--- config.mk ---
export PLATFORM = sky130hd
export DESIGN_NAME = traffic_lamp_monitor_flat
export DESIGN_NICKNAME = d
export VERILOG_FILES = /design/src/rtl/traffic_pkg.sv /design/src/rtl/traffic_lamp_monitor_if.sv /design/src/rtl/traffic_blink_gen.sv /design/src/rtl/traffic_lamp_monitor.sv /design/src/flat_wrapper.sv
export SDC_FILE = /design/constraint.sdc
export NUM_CORES = 1
export LEC_CHECK = 0
export BUFFER_PORTS_ARGS = -buffer_cell sky130_fd_sc_hd__buf_2
export CAP_MARGIN = 40
export CORE_UTILIZATION = 50
export DETAILED_ROUTE_END_ITERATION = 16
export PLACE_DENSITY = 0.83
export RECOVER_POWER = 100
export SETUP_SLACK_MARGIN = 0.5
export SYNTH_ARGS = -nofsm -noshare
export SYNTH_HDL_FRONTEND = slang
export SYNTH_SLANG_ARGS = --single-unit
--- constraint.sdc ---
create_clock -name clk -period 5.3 [get_ports clk]
set_input_delay 0.795 -clock clk [delete_from_list [all_inputs] [get_ports clk]]
set_output_delay 0.795 -clock clk [all_outputs]
set_load 0.01 [all_outputs]
--- src/rtl/traffic_pkg.sv ---
// rtl/traffic_pkg.sv - shared constants, state/fault encodings and pattern helpers for the lamp monitor
package traffic_pkg;

    // Bit positions within the {R1,Y1,G1,R2,Y2,G2} lights vector
    localparam int R1 = 5;
    localparam int Y1 = 4;
    localparam int G1 = 3;
    localparam int R2 = 2;
    localparam int Y2 = 1;
    localparam int G2 = 0;

    localparam logic [5:0] ALL_RED = 6'b100100;

    typedef enum logic [1:0] {
        IDLE  = 2'b00,
        RUN   = 2'b01,
        FAULT = 2'b10
    } state_e;

    typedef enum logic [1:0] {
        FC_NONE    = 2'b00,
        FC_ILLEGAL = 2'b01,
        FC_SHORT   = 2'b10,
        FC_TIMEOUT = 2'b11
    } fault_code_e;

    function automatic logic is_one_hot3(input logic [2:0] g);
        return (g == 3'b100) || (g == 3'b010) || (g == 3'b001);
    endfunction

    // Both road groups one-hot, and at least one of the two roads showing red
    function automatic logic is_legal(input logic [5:0] l);
        return is_one_hot3({l[R1], l[Y1], l[G1]}) &&
               is_one_hot3({l[R2], l[Y2], l[G2]}) &&
               ((l[R1] && !l[Y1] && !l[G1]) || (l[R2] && !l[Y2] && !l[G2]));
    endfunction

    // Flashing amber on both roads, all other lamps dark
    function automatic logic [5:0] flash_pattern(input logic b);
        return {1'b0, b, 1'b0, 1'b0, b, 1'b0};
    endfunction

endpackage

--- src/rtl/traffic_lamp_monitor_if.sv ---
// rtl/traffic_lamp_monitor_if.sv - lights input and lamp/fault status bundle
// Ports: lights (FSM pattern in), lamp_out (lamp drive), fault, fault_code, phase_cnt.
// master = traffic FSM / environment side, slave = monitor side.
interface traffic_lamp_monitor_if #(
    parameter int CNT_W = 7
);
    logic [5:0]       lights;
    logic [5:0]       lamp_out;
    logic             fault;
    logic [1:0]       fault_code;
    logic [CNT_W-1:0] phase_cnt;

    modport master (output lights, input lamp_out, input fault, input fault_code, input phase_cnt);
    modport slave  (input lights, output lamp_out, output fault, output fault_code, output phase_cnt);
endinterface

--- src/rtl/traffic_blink_gen.sv ---
// rtl/traffic_blink_gen.sv - restartable modulo-DIV counter producing the fault flash toggle
// Ports: clk, clr (sync reset), restart (load blink=1, count=0), en (count),
//        blink (current flash level), toggle_due (blink inverts at the next enabled edge).
module traffic_blink_gen #(
    parameter int DIV = 8
) (
    input  logic clk,
    input  logic clr,
    input  logic restart,
    input  logic en,
    output logic blink,
    output logic toggle_due
);
    localparam int CW = (DIV > 1) ? $clog2(DIV) : 1;

    logic [CW-1:0] cnt_q, cnt_d;
    logic          blink_q, blink_d;

    assign toggle_due = (cnt_q == CW'(DIV - 1));
    assign blink      = blink_q;

    always_comb begin
        cnt_d   = cnt_q;
        blink_d = blink_q;
        if (restart) begin
            cnt_d   = '0;
            blink_d = 1'b1;
        end else if (en) begin
            if (toggle_due) begin
                cnt_d   = '0;
                blink_d = ~blink_q;
            end else begin
                cnt_d = cnt_q + 1'b1;
            end
        end
    end

    always_ff @(posedge clk) begin
        if (clr) begin
            cnt_q   <= '0;
            blink_q <= 1'b0;
        end else begin
            cnt_q   <= cnt_d;
            blink_q <= blink_d;
        end
    end
endmodule

--- src/rtl/traffic_lamp_monitor.sv ---
// rtl/traffic_lamp_monitor.sv - legality and phase-duration safety stage in front of the lamp drivers
// Ports: clk, clr (sync active-high reset), bus (slave: lights in; lamp_out, fault,
//        fault_code, phase_cnt out).
module traffic_lamp_monitor
    import traffic_pkg::*;
#(
    parameter  int MIN_PHASE = 4,
    parameter  int MAX_PHASE = 64,
    parameter  int BLINK_DIV = 8,
    localparam int CNT_W     = $clog2(MAX_PHASE + 2)
) (
    input  logic                  clk,
    input  logic                  clr,
    traffic_lamp_monitor_if.slave bus
);
    localparam logic [CNT_W-1:0] CNT_LIMIT = CNT_W'(MAX_PHASE + 1);
    localparam logic [CNT_W-1:0] CNT_MIN   = CNT_W'(MIN_PHASE);

    logic [5:0]       lights_q, lights_d;
    logic [5:0]       prev_q, prev_d;
    logic [5:0]       lamp_q, lamp_d;
    logic [CNT_W-1:0] cnt_q, cnt_d;
    logic             fault_q, fault_d;
    fault_code_e      code_q, code_d;
    state_e           state_q, state_d;

    fault_code_e      raise;
    logic [CNT_W-1:0] cnt_inc;
    logic             blink, toggle_due;
    logic             blink_restart, blink_en;

    // Restart the flash on the entry edge so the first flashed frame is always lit
    assign blink_restart = (state_q != FAULT) && (state_d == FAULT);
    assign blink_en      = (state_q == FAULT);

    traffic_blink_gen #(.DIV(BLINK_DIV)) u_blink (
        .clk       (clk),
        .clr       (clr),
        .restart   (blink_restart),
        .en        (blink_en),
        .blink     (blink),
        .toggle_due(toggle_due)
    );

    always_comb begin
        lights_d = bus.lights;
        prev_d   = prev_q;
        lamp_d   = lamp_q;
        cnt_d    = cnt_q;
        fault_d  = fault_q;
        code_d   = code_q;
        state_d  = state_q;
        raise    = FC_NONE;
        cnt_inc  = (cnt_q == CNT_LIMIT) ? cnt_q : cnt_q + 1'b1;

        case (state_q)
            IDLE: begin
                lamp_d = ALL_RED;
                if (is_legal(lights_q)) begin
                    state_d = RUN;
                    prev_d  = lights_q;
                    cnt_d   = CNT_W'(1);
                end
            end
            RUN: begin
                lamp_d = lights_q;
                if (!is_legal(lights_q)) begin
                    raise = FC_ILLEGAL;
                end else if (lights_q == prev_q) begin
                    cnt_d = cnt_inc;
                    if (cnt_inc == CNT_LIMIT) begin
                        raise = FC_TIMEOUT;
                    end
                end else if (cnt_q < CNT_MIN) begin
                    raise = FC_SHORT;
                end else begin
                    prev_d = lights_q;
                    cnt_d  = CNT_W'(1);
                end
                // The offending pattern is replaced by the first lit flash frame
                if (raise != FC_NONE) begin
                    state_d = FAULT;
                    fault_d = 1'b1;
                    code_d  = raise;
                    lamp_d  = flash_pattern(1'b1);
                end
            end
            FAULT: begin
                // Registered lamp tracks the blink level it will hold after this edge
                lamp_d = flash_pattern(toggle_due ? ~blink : blink);
            end
            default: begin
                state_d = IDLE;
                lamp_d  = ALL_RED;
            end
        endcase
    end

    always_ff @(posedge clk) begin
        // The input register is left free-running so the pattern present during
        // reset is already sampled when IDLE starts looking for a legal one
        lights_q <= lights_d;
        if (clr) begin
            state_q <= IDLE;
            prev_q  <= ALL_RED;
            lamp_q  <= ALL_RED;
            cnt_q   <= '0;
            fault_q <= 1'b0;
            code_q  <= FC_NONE;
        end else begin
            state_q <= state_d;
            prev_q  <= prev_d;
            lamp_q  <= lamp_d;
            cnt_q   <= cnt_d;
            fault_q <= fault_d;
            code_q  <= code_d;
        end
    end

    assign bus.lamp_out   = lamp_q;
    assign bus.fault      = fault_q;
    assign bus.fault_code = code_q;
    assign bus.phase_cnt  = cnt_q;
endmodule

--- src/flat_wrapper.sv ---
// flat-port wrapper written by rule: the top's interface ports become plain ports
module traffic_lamp_monitor_flat import traffic_pkg::*;
#(
    parameter  int MIN_PHASE = 4,
    parameter  int MAX_PHASE = 64,
    parameter  int BLINK_DIV = 8,
    localparam int CNT_W     = $clog2(MAX_PHASE + 2)
)
  (clk, clr, bus_lights, bus_lamp_out, bus_fault, bus_fault_code, bus_phase_cnt);
  traffic_lamp_monitor_if #(.CNT_W(7)) bus_i ();
  input  logic clk;
  input  logic clr;
  input wire logic [$bits(bus_i.lights)-1:0] bus_lights;
  output wire logic [$bits(bus_i.lamp_out)-1:0] bus_lamp_out;
  output wire logic [$bits(bus_i.fault)-1:0] bus_fault;
  output wire logic [$bits(bus_i.fault_code)-1:0] bus_fault_code;
  output wire logic [$bits(bus_i.phase_cnt)-1:0] bus_phase_cnt;
  assign bus_i.lights = bus_lights;
  assign bus_lamp_out = bus_i.lamp_out;
  assign bus_fault = bus_i.fault;
  assign bus_fault_code = bus_i.fault_code;
  assign bus_phase_cnt = bus_i.phase_cnt;
  traffic_lamp_monitor #(.MIN_PHASE(MIN_PHASE), .MAX_PHASE(MAX_PHASE), .BLINK_DIV(BLINK_DIV)) u_core (.clk(clk), .clr(clr), .bus(bus_i));
endmodule
# Yosys cells after proc, flatten, opt, wreduce, memory -nomap -nowiden

Cells that the tools add are included.

Input port bits: 8
Bits in registers: 34
Logic and storage cells: 81

Equality and inequality tests: 19
Bitwise operators: 1
$lt $le $gt $ge: 1
$add $sub $neg: 2
Reduce and logical (&&, ||, !) cells: 24
Multiplexer cells: 25

Operators by type and width:

| cell                                                                          | count |
|---|---|
| 7-bit 2-to-1 mux                                                              | 5 |
| 6-bit 2-to-1 mux                                                              | 5 |
| 6-bit one-hot mux with 2 select lines                                         | 2 |
| 7-bit == test (second input constant)                                         | 2 |
| 2-bit 2-to-1 mux                                                              | 7 |
| 7-bit one-hot mux with 2 select lines                                         | 1 |
| 3-bit == test (second input constant)                                         | 3 |
| 7-bit by 1-bit adder with 7-bit output (second input constant)                | 1 |
| 1-bit logical AND                                                             | 7 |
| 7-bit by 3-bit less-than comparator with 1-bit output (second input constant) | 1 |
| 3-bit by 1-bit == test with 1-bit output (second input constant)              | 2 |
| 3-bit by 2-bit == test with 1-bit output (second input constant)              | 2 |
| 6-bit == test                                                                 | 1 |
| 2-bit inequality test (second input constant)                                 | 3 |
| 2-bit one-hot mux with 3 select lines                                         | 1 |
| 2-bit nonzero test                                                            | 3 |
| 1-bit logical OR                                                              | 5 |
| 5-bit AND reduction                                                           | 1 |
| 2-bit == test (second input constant)                                         | 2 |
| 1-bit logical NOT                                                             | 4 |
| 2-bit by 1-bit inequality test with 1-bit output (second input constant)      | 2 |
| 4-bit AND reduction                                                           | 1 |
| 3-bit by 1-bit adder with 3-bit output (second input constant)                | 1 |
| 1-bit 2-to-1 mux                                                              | 3 |
| other kinds (7)                                                               | 7 |

# Longest topological paths before layout

Word-level depth: 13
Gate-level depth with buffers: 9

# By module

From an unflattened synthesis, not the netlist that was laid out.

Cells, all modules: 205
Area, all modules: 1896.8 µm²

Modules (own cells, without submodules):

| module               | cells each | times used | sequential area each (µm²) | area each (µm²) |
|---|---|---|---|---|
| traffic_lamp_monitor | 189        | 1          | 600.6                      | 1711.6 |
| traffic_blink_gen    | 16         | 1          | 80.1                       | 185.2 |

# Least setup slack after synthesis

No wires, ideal clock.

Path kind: flip-flop to flip-flop
Start point: register u_core.cnt_q[0], in the netlist u_core.bus.phase_cnt[0]
End point: register u_core.u_blink.cnt_q[2]
Arrival: 2.131 ns
Cell stages (with the launch flop): 9
Path buffers: 0
Path slack: 3.041 ns
Library setup time: 0.128 ns
Path through: dfxtp_1 -> ha_1 -> nand2_1 -> or3_1 -> a21oi_1 -> a31oi_2 -> a311o_2 -> nor2b_4 -> o22ai_1

Longest elaborated chain between the ends: 13
Elaborated cells between the ends (all ways): 16
Classes of those cells: 1 x add/sub; 1 x order compare; 3 x eq/ne; 8 x mux; 3 x reduce/logical

RTL lines:

| item                                                                    | RTL line                    | RTL |
|---|---|---|
| start: declaration                                                      | traffic_lamp_monitor.sv:22  | `logic [CNT_W-1:0] cnt_q, cnt_d;` |
| start signal: assignment                                                | traffic_lamp_monitor.sv:114 | `cnt_q <= cnt_d;` |
| 7-bit by 1-bit adder with 7-bit output or 7-bit == test (tied branches) | traffic_lamp_monitor.sv:54  | `cnt_inc = (cnt_q == CNT_LIMIT) ? cnt_q : cnt_q + 1'b1;` |
| 7-bit 2-to-1 mux                                                        | traffic_lamp_monitor.sv:54  |  |
| 7-bit == test                                                           | traffic_lamp_monitor.sv:71  | `if (cnt_inc == CNT_LIMIT) begin` |
| 2-bit 2-to-1 mux                                                        | traffic_lamp_monitor.sv:71  |  |
| 2-bit 2-to-1 mux (*)                                                    | traffic_lamp_monitor.sv:69  | `end else if (lights_q == prev_q) begin` |
| 2-bit 2-to-1 mux (*)                                                    | traffic_lamp_monitor.sv:67  | `if (!is_legal(lights_q)) begin` |
| 2-bit 2-to-1 mux (*)                                                    | traffic_lamp_monitor.sv:56  | `case (state_q)` |
| 2-bit nonzero test (*)                                                  | traffic_lamp_monitor.sv:81  | `if (raise != FC_NONE) begin` |
| 2-bit 2-to-1 mux (*)                                                    | traffic_lamp_monitor.sv:81  |  |
| 2-bit one-hot mux with 3 select lines (*)                               | traffic_lamp_monitor.sv:56  |  |
| 2-bit == test (*)                                                       | traffic_lamp_monitor.sv:33  | `assign blink_restart = (state_q != FAULT) && (state_d == FAULT);` |
| 1-bit logical AND (*)                                                   | traffic_lamp_monitor.sv:33  |  |
| 2-bit OR reduction (no source line) (*)                                 | -                           |  |
| end signal: assignment                                                  | traffic_blink_gen.sv:43     | `cnt_q <= cnt_d;` |
| end: declaration                                                        | traffic_blink_gen.sv:16     | `logic [CW-1:0] cnt_q, cnt_d;` |

Mark *: on every way between the ends. The rest lies on a longest branch, timed or not. The select of a mux whose other input is x is not followed.
A chain may end at the register's enable or synchronous reset.

# Worst setup path in the final report

Ends and elaborated chain as after synthesis.

==> results.sh <==
export IMPL_irDropWorstVdd_mv=0.2418
export IMPL_crit_buf_inv=0
export IMPL_wl_um=3578
export IMPL_first_global_vias=1378
export IMPL_ys_types=51
export IMPL_grt_met3_usage_pct=5.970
export IMPL_cp_depth=8
export IMPL_power_total_mw=0.6257
export IMPL_dpl_worst_slack_ns=2.909
export IMPL_cts_sinks=34
export IMPL_hold_viol=0
export IMPL_viasPerCell=5.602
export IMPL_yosysTopAreaCell="dfxtp_1"
export IMPL_netlist_area_um2=1737
export IMPL_cp_arrival_ns=2.77
export IMPL_critical_path_required_ns=5.53
export IMPL_finalCritPeriodShare_pct=47.81
export IMPL_outcome="complete, no violations"
export IMPL_clockBufferDepth=2
export IMPL_drc=0
export IMPL_r2r_end="u_core.u_blink.cnt_q[2]$_SDFFE_PP0N_"
export IMPL_clk_latency_ns=0.35
export IMPL_grt_met1_usage_pct=26.80
export IMPL_worst_slew_pin_slew_ns=0.7472
export IMPL_avgSynthCellArea_um2=8.998
export IMPL_yosysSeqAreaShare_pct=39.19
export IMPL_nNetsFinal=234
export IMPL_num_rows=21
export IMPL_cts_clk_slew_worst_paths_ns=0.11
export IMPL_yosys_most_used_dff="dfxtp_1"
export IMPL_critical_path_endpoint_type="register"
export IMPL_antenna_found_initial=0
export IMPL_die_h_um=60.94
export IMPL_synth_top_cell_area_share_pct=39.19
export IMPL_maxCapViolCount=0
export IMPL_diodes=0
export IMPL_synthArstFlopShare_pct=0
export IMPL_post_cts_resized=0
export IMPL_slew_headroom_pct=50.08
export IMPL_cts_tree="yes"
export IMPL_synthTopCellsByArea="dfxtp_1 (39%), ha_1 (6.5%), nor2_1 (5.2%)"
export IMPL_fmax_mhz=394.7
export IMPL_drtIter0Drc=53
export IMPL_synth_seq_cells=34
export IMPL_drive_gt1_share_pct=10.09
export IMPL_cts_root_buffer="clkbuf_4"
export IMPL_wire_per_inst_um=13.55
export IMPL_setup_violations=0
export IMPL_slowest_delay_ns=0.49
export IMPL_fin_worst_skew_ns=0.002819
export IMPL_hp_class="reg -> reg"
export IMPL_postLayoutCoreUtil_pct=57.41
export IMPL_critPathTopFamily="simple AND/OR/NAND/NOR gates"
export IMPL_io_buffers=23
export IMPL_globalplace_congestion=0.8354
export IMPL_cts_hold_buf=0
export IMPL_gr_usage_met2_pct=35.32
export IMPL_num_io_pins=24
export IMPL_initial_core_util_pct=52.04
export IMPL_maxSlewViolCount=0
export IMPL_cts_setup_buffers=0
export IMPL_setup_worst_path_start_class="register"
export IMPL_crit_slowest_cell="dfxtp_1"
export IMPL_crit_chain="ha_1 -> nand2_1 -> or3_1 -> a21oi_1 -> nand3_1 -> o311ai_0 -> nor2b_1 -> o22ai_1"
export IMPL_yosysWarnings=0
export IMPL_die_x_um=60.94
export IMPL_grt_pass1_wl_um=5892
export IMPL_htreeDepth=2
export IMPL_die_area_um2=3713
export IMPL_coreArea_um2=3337
export IMPL_dp_final_hpwl_um=2433
export IMPL_cts_made_buffers=5
export IMPL_rsz0062_at_grt="no"
export IMPL_syn_inst=193
export IMPL_grt_use_total_pct=21.88
export IMPL_hold_ws_ns=0.4853
export IMPL_endpoint="u_core.u_blink.cnt_q[2]$_SDFFE_PP0N_"
export IMPL_area_growth_pct=10.30
export IMPL_synth_nets=210
export IMPL_fin_ws_ns=2.766
export IMPL_tns_ns=0
export IMPL_critPathKind="reg -> reg"
export IMPL_crit_start="u_core.bus.phase_cnt[0]$_SDFFE_PP0P_"
export IMPL_grt_busiest_layer="met2"
export IMPL_synth_edff_count=0
export IMPL_drt_pre_antenna_iters=6
export IMPL_grt_max_degree=24
export IMPL_crit_fanout=9
export IMPL_vias=1479
export IMPL_r2r_cells=8
export IMPL_hp_start="u_core.u_blink.cnt_q[1]$_SDFFE_PP0N_"
export IMPL_period_needed_ns=2.534
export IMPL_power_density_nw_per_um2=326.7
export IMPL_leakagePower_nw=0.7690
export IMPL_grt_overflow=0
export IMPL_drtAntennaViolNets=0
export IMPL_r2r_slack_ns=2.77
export IMPL_reg2reg_from="u_core.bus.phase_cnt[0]$_SDFFE_PP0P_"
## cells by family after synthesis
family | count (synthesis) | share of synthesized area, %
simple gates | 70 | 21.04
fa+ha+maj | 9 | 6.484
xor+xnor | 11 | 5.548
mux | 6 | 3.458
compound gates | 47 | 20.10
buf+inv | 16 | 4.179
flops | 34 | 39.19
## worst min-delay path by stage
| stage | to | slack (ns) | cells past startpoint |
|---|---|---|---|
| floorplan | u_core.u_blink.cnt_q[1]$_SDFFE_PP0N_ | 0.44 | 2 |
| detailed placement | u_core.u_blink.cnt_q[1]$_SDFFE_PP0N_ | 0.46 | 2 |
| finish | u_core.u_blink.cnt_q[1]$_SDFFE_PP0N_ | 0.49 | 2 |
| global placement | u_core.bus.fault$_SDFFE_PP0P_ | 0.45 | 2 |
| CTS | u_core.u_blink.cnt_q[1]$_SDFFE_PP0N_ | 0.48 | 2 |
| global route | u_core.u_blink.cnt_q[1]$_SDFFE_PP0N_ | 0.52 | 2 |
## layer usage
metal,vias up,wire length (um)
li1,738,-
met1,693,1582
met2,40,1719
met3,8,194
met4,0,81
met5,-,0
## cells in the mapped netlist (2+ instances only)
library cell,instances
a21o_1,3
a21oi_1,14
a311oi_1,2
a31oi_1,2
and3_1,2
buf_2,2
dfxtp_1,34
ha_1,9
inv_1,10
mux2i_1,6
nand2_1,15
nand3_1,7
nor2_1,24
nor2b_1,2
nor3_1,4
nor4bb_1,2
o21ai_0,9
o41ai_1,2
or3_1,3
xnor2_1,9
xor2_1,2
## worst reg2reg max path, cell delays in order (launching register included)
cell	delay [ns]
dfxtp_1	0.49
ha_1	0.30
nand2_1	0.09
or3_1	0.33
a21oi_1	0.20
nand3_1	0.13
o311ai_0	0.44
nor2b_1	0.33
o22ai_1	0.11
## layout by cell type, fill, tap and decap left out, drive strengths merged, types with 2 or more instances in the layout
cell / synthesis / layout
a21o: 3 / 3
a21oi: 14 / 14
a311o: 2 / 2
a311oi: 2 / 2
a31oi: 3 / 3
and3: 3 / 3
buf: 3 / 7
bufinv: 0 / 2
clkbuf: 2 / 21
dfxtp: 34 / 34
ha: 9 / 9
inv: 10 / 10
mux2i: 6 / 6
nand2: 15 / 15
nand3: 7 / 7
nor2: 24 / 24
nor2b: 3 / 3
nor3: 5 / 5
nor4bb: 2 / 2
o21ai: 9 / 9
o31a: 2 / 2
o41ai: 2 / 2
or3: 3 / 3
or4: 2 / 2
xnor2: 9 / 9
xor2: 2 / 2
## flip-flops by register name, indices dropped and copies added (netlist names)
signal,flops
u_core.bus.fault,1
u_core.bus.fault_code,2
u_core.bus.lamp_out,6
u_core.bus.phase_cnt,7
u_core.lights_q,6
u_core.prev_q,6
u_core.state_q,2
u_core.u_blink.blink,1
u_core.u_blink.cnt_q,3
## power breakdown
group / internal (mW) / switching, mW
Clock: 0.147 / 0.0949
Combinational: 0.0415 / 0.0557
Sequential: 0.272 / 0.0142
## stage by stage
step / cells / area, um2
floorplan: 193 / 1737
global placement: 256 / 1874
detailed placement: 256 / 1874
CTS: 264 / 1981
global route: 264 / 1916
finish: 264 / 1916
## area by class of cell
class	count	area, um2
Clock buffer	5	37.54
Clock inverter	3	68.82
Fill cell	331	1421
Inverter	10	37.54
Multi-Input combinational cell	143	938.4
Sequential cell	34	680.7
Tap cell	46	57.56
Timing Repair Buffer	23	95.09
Note: power is estimated with default switching activity, not from simulation.
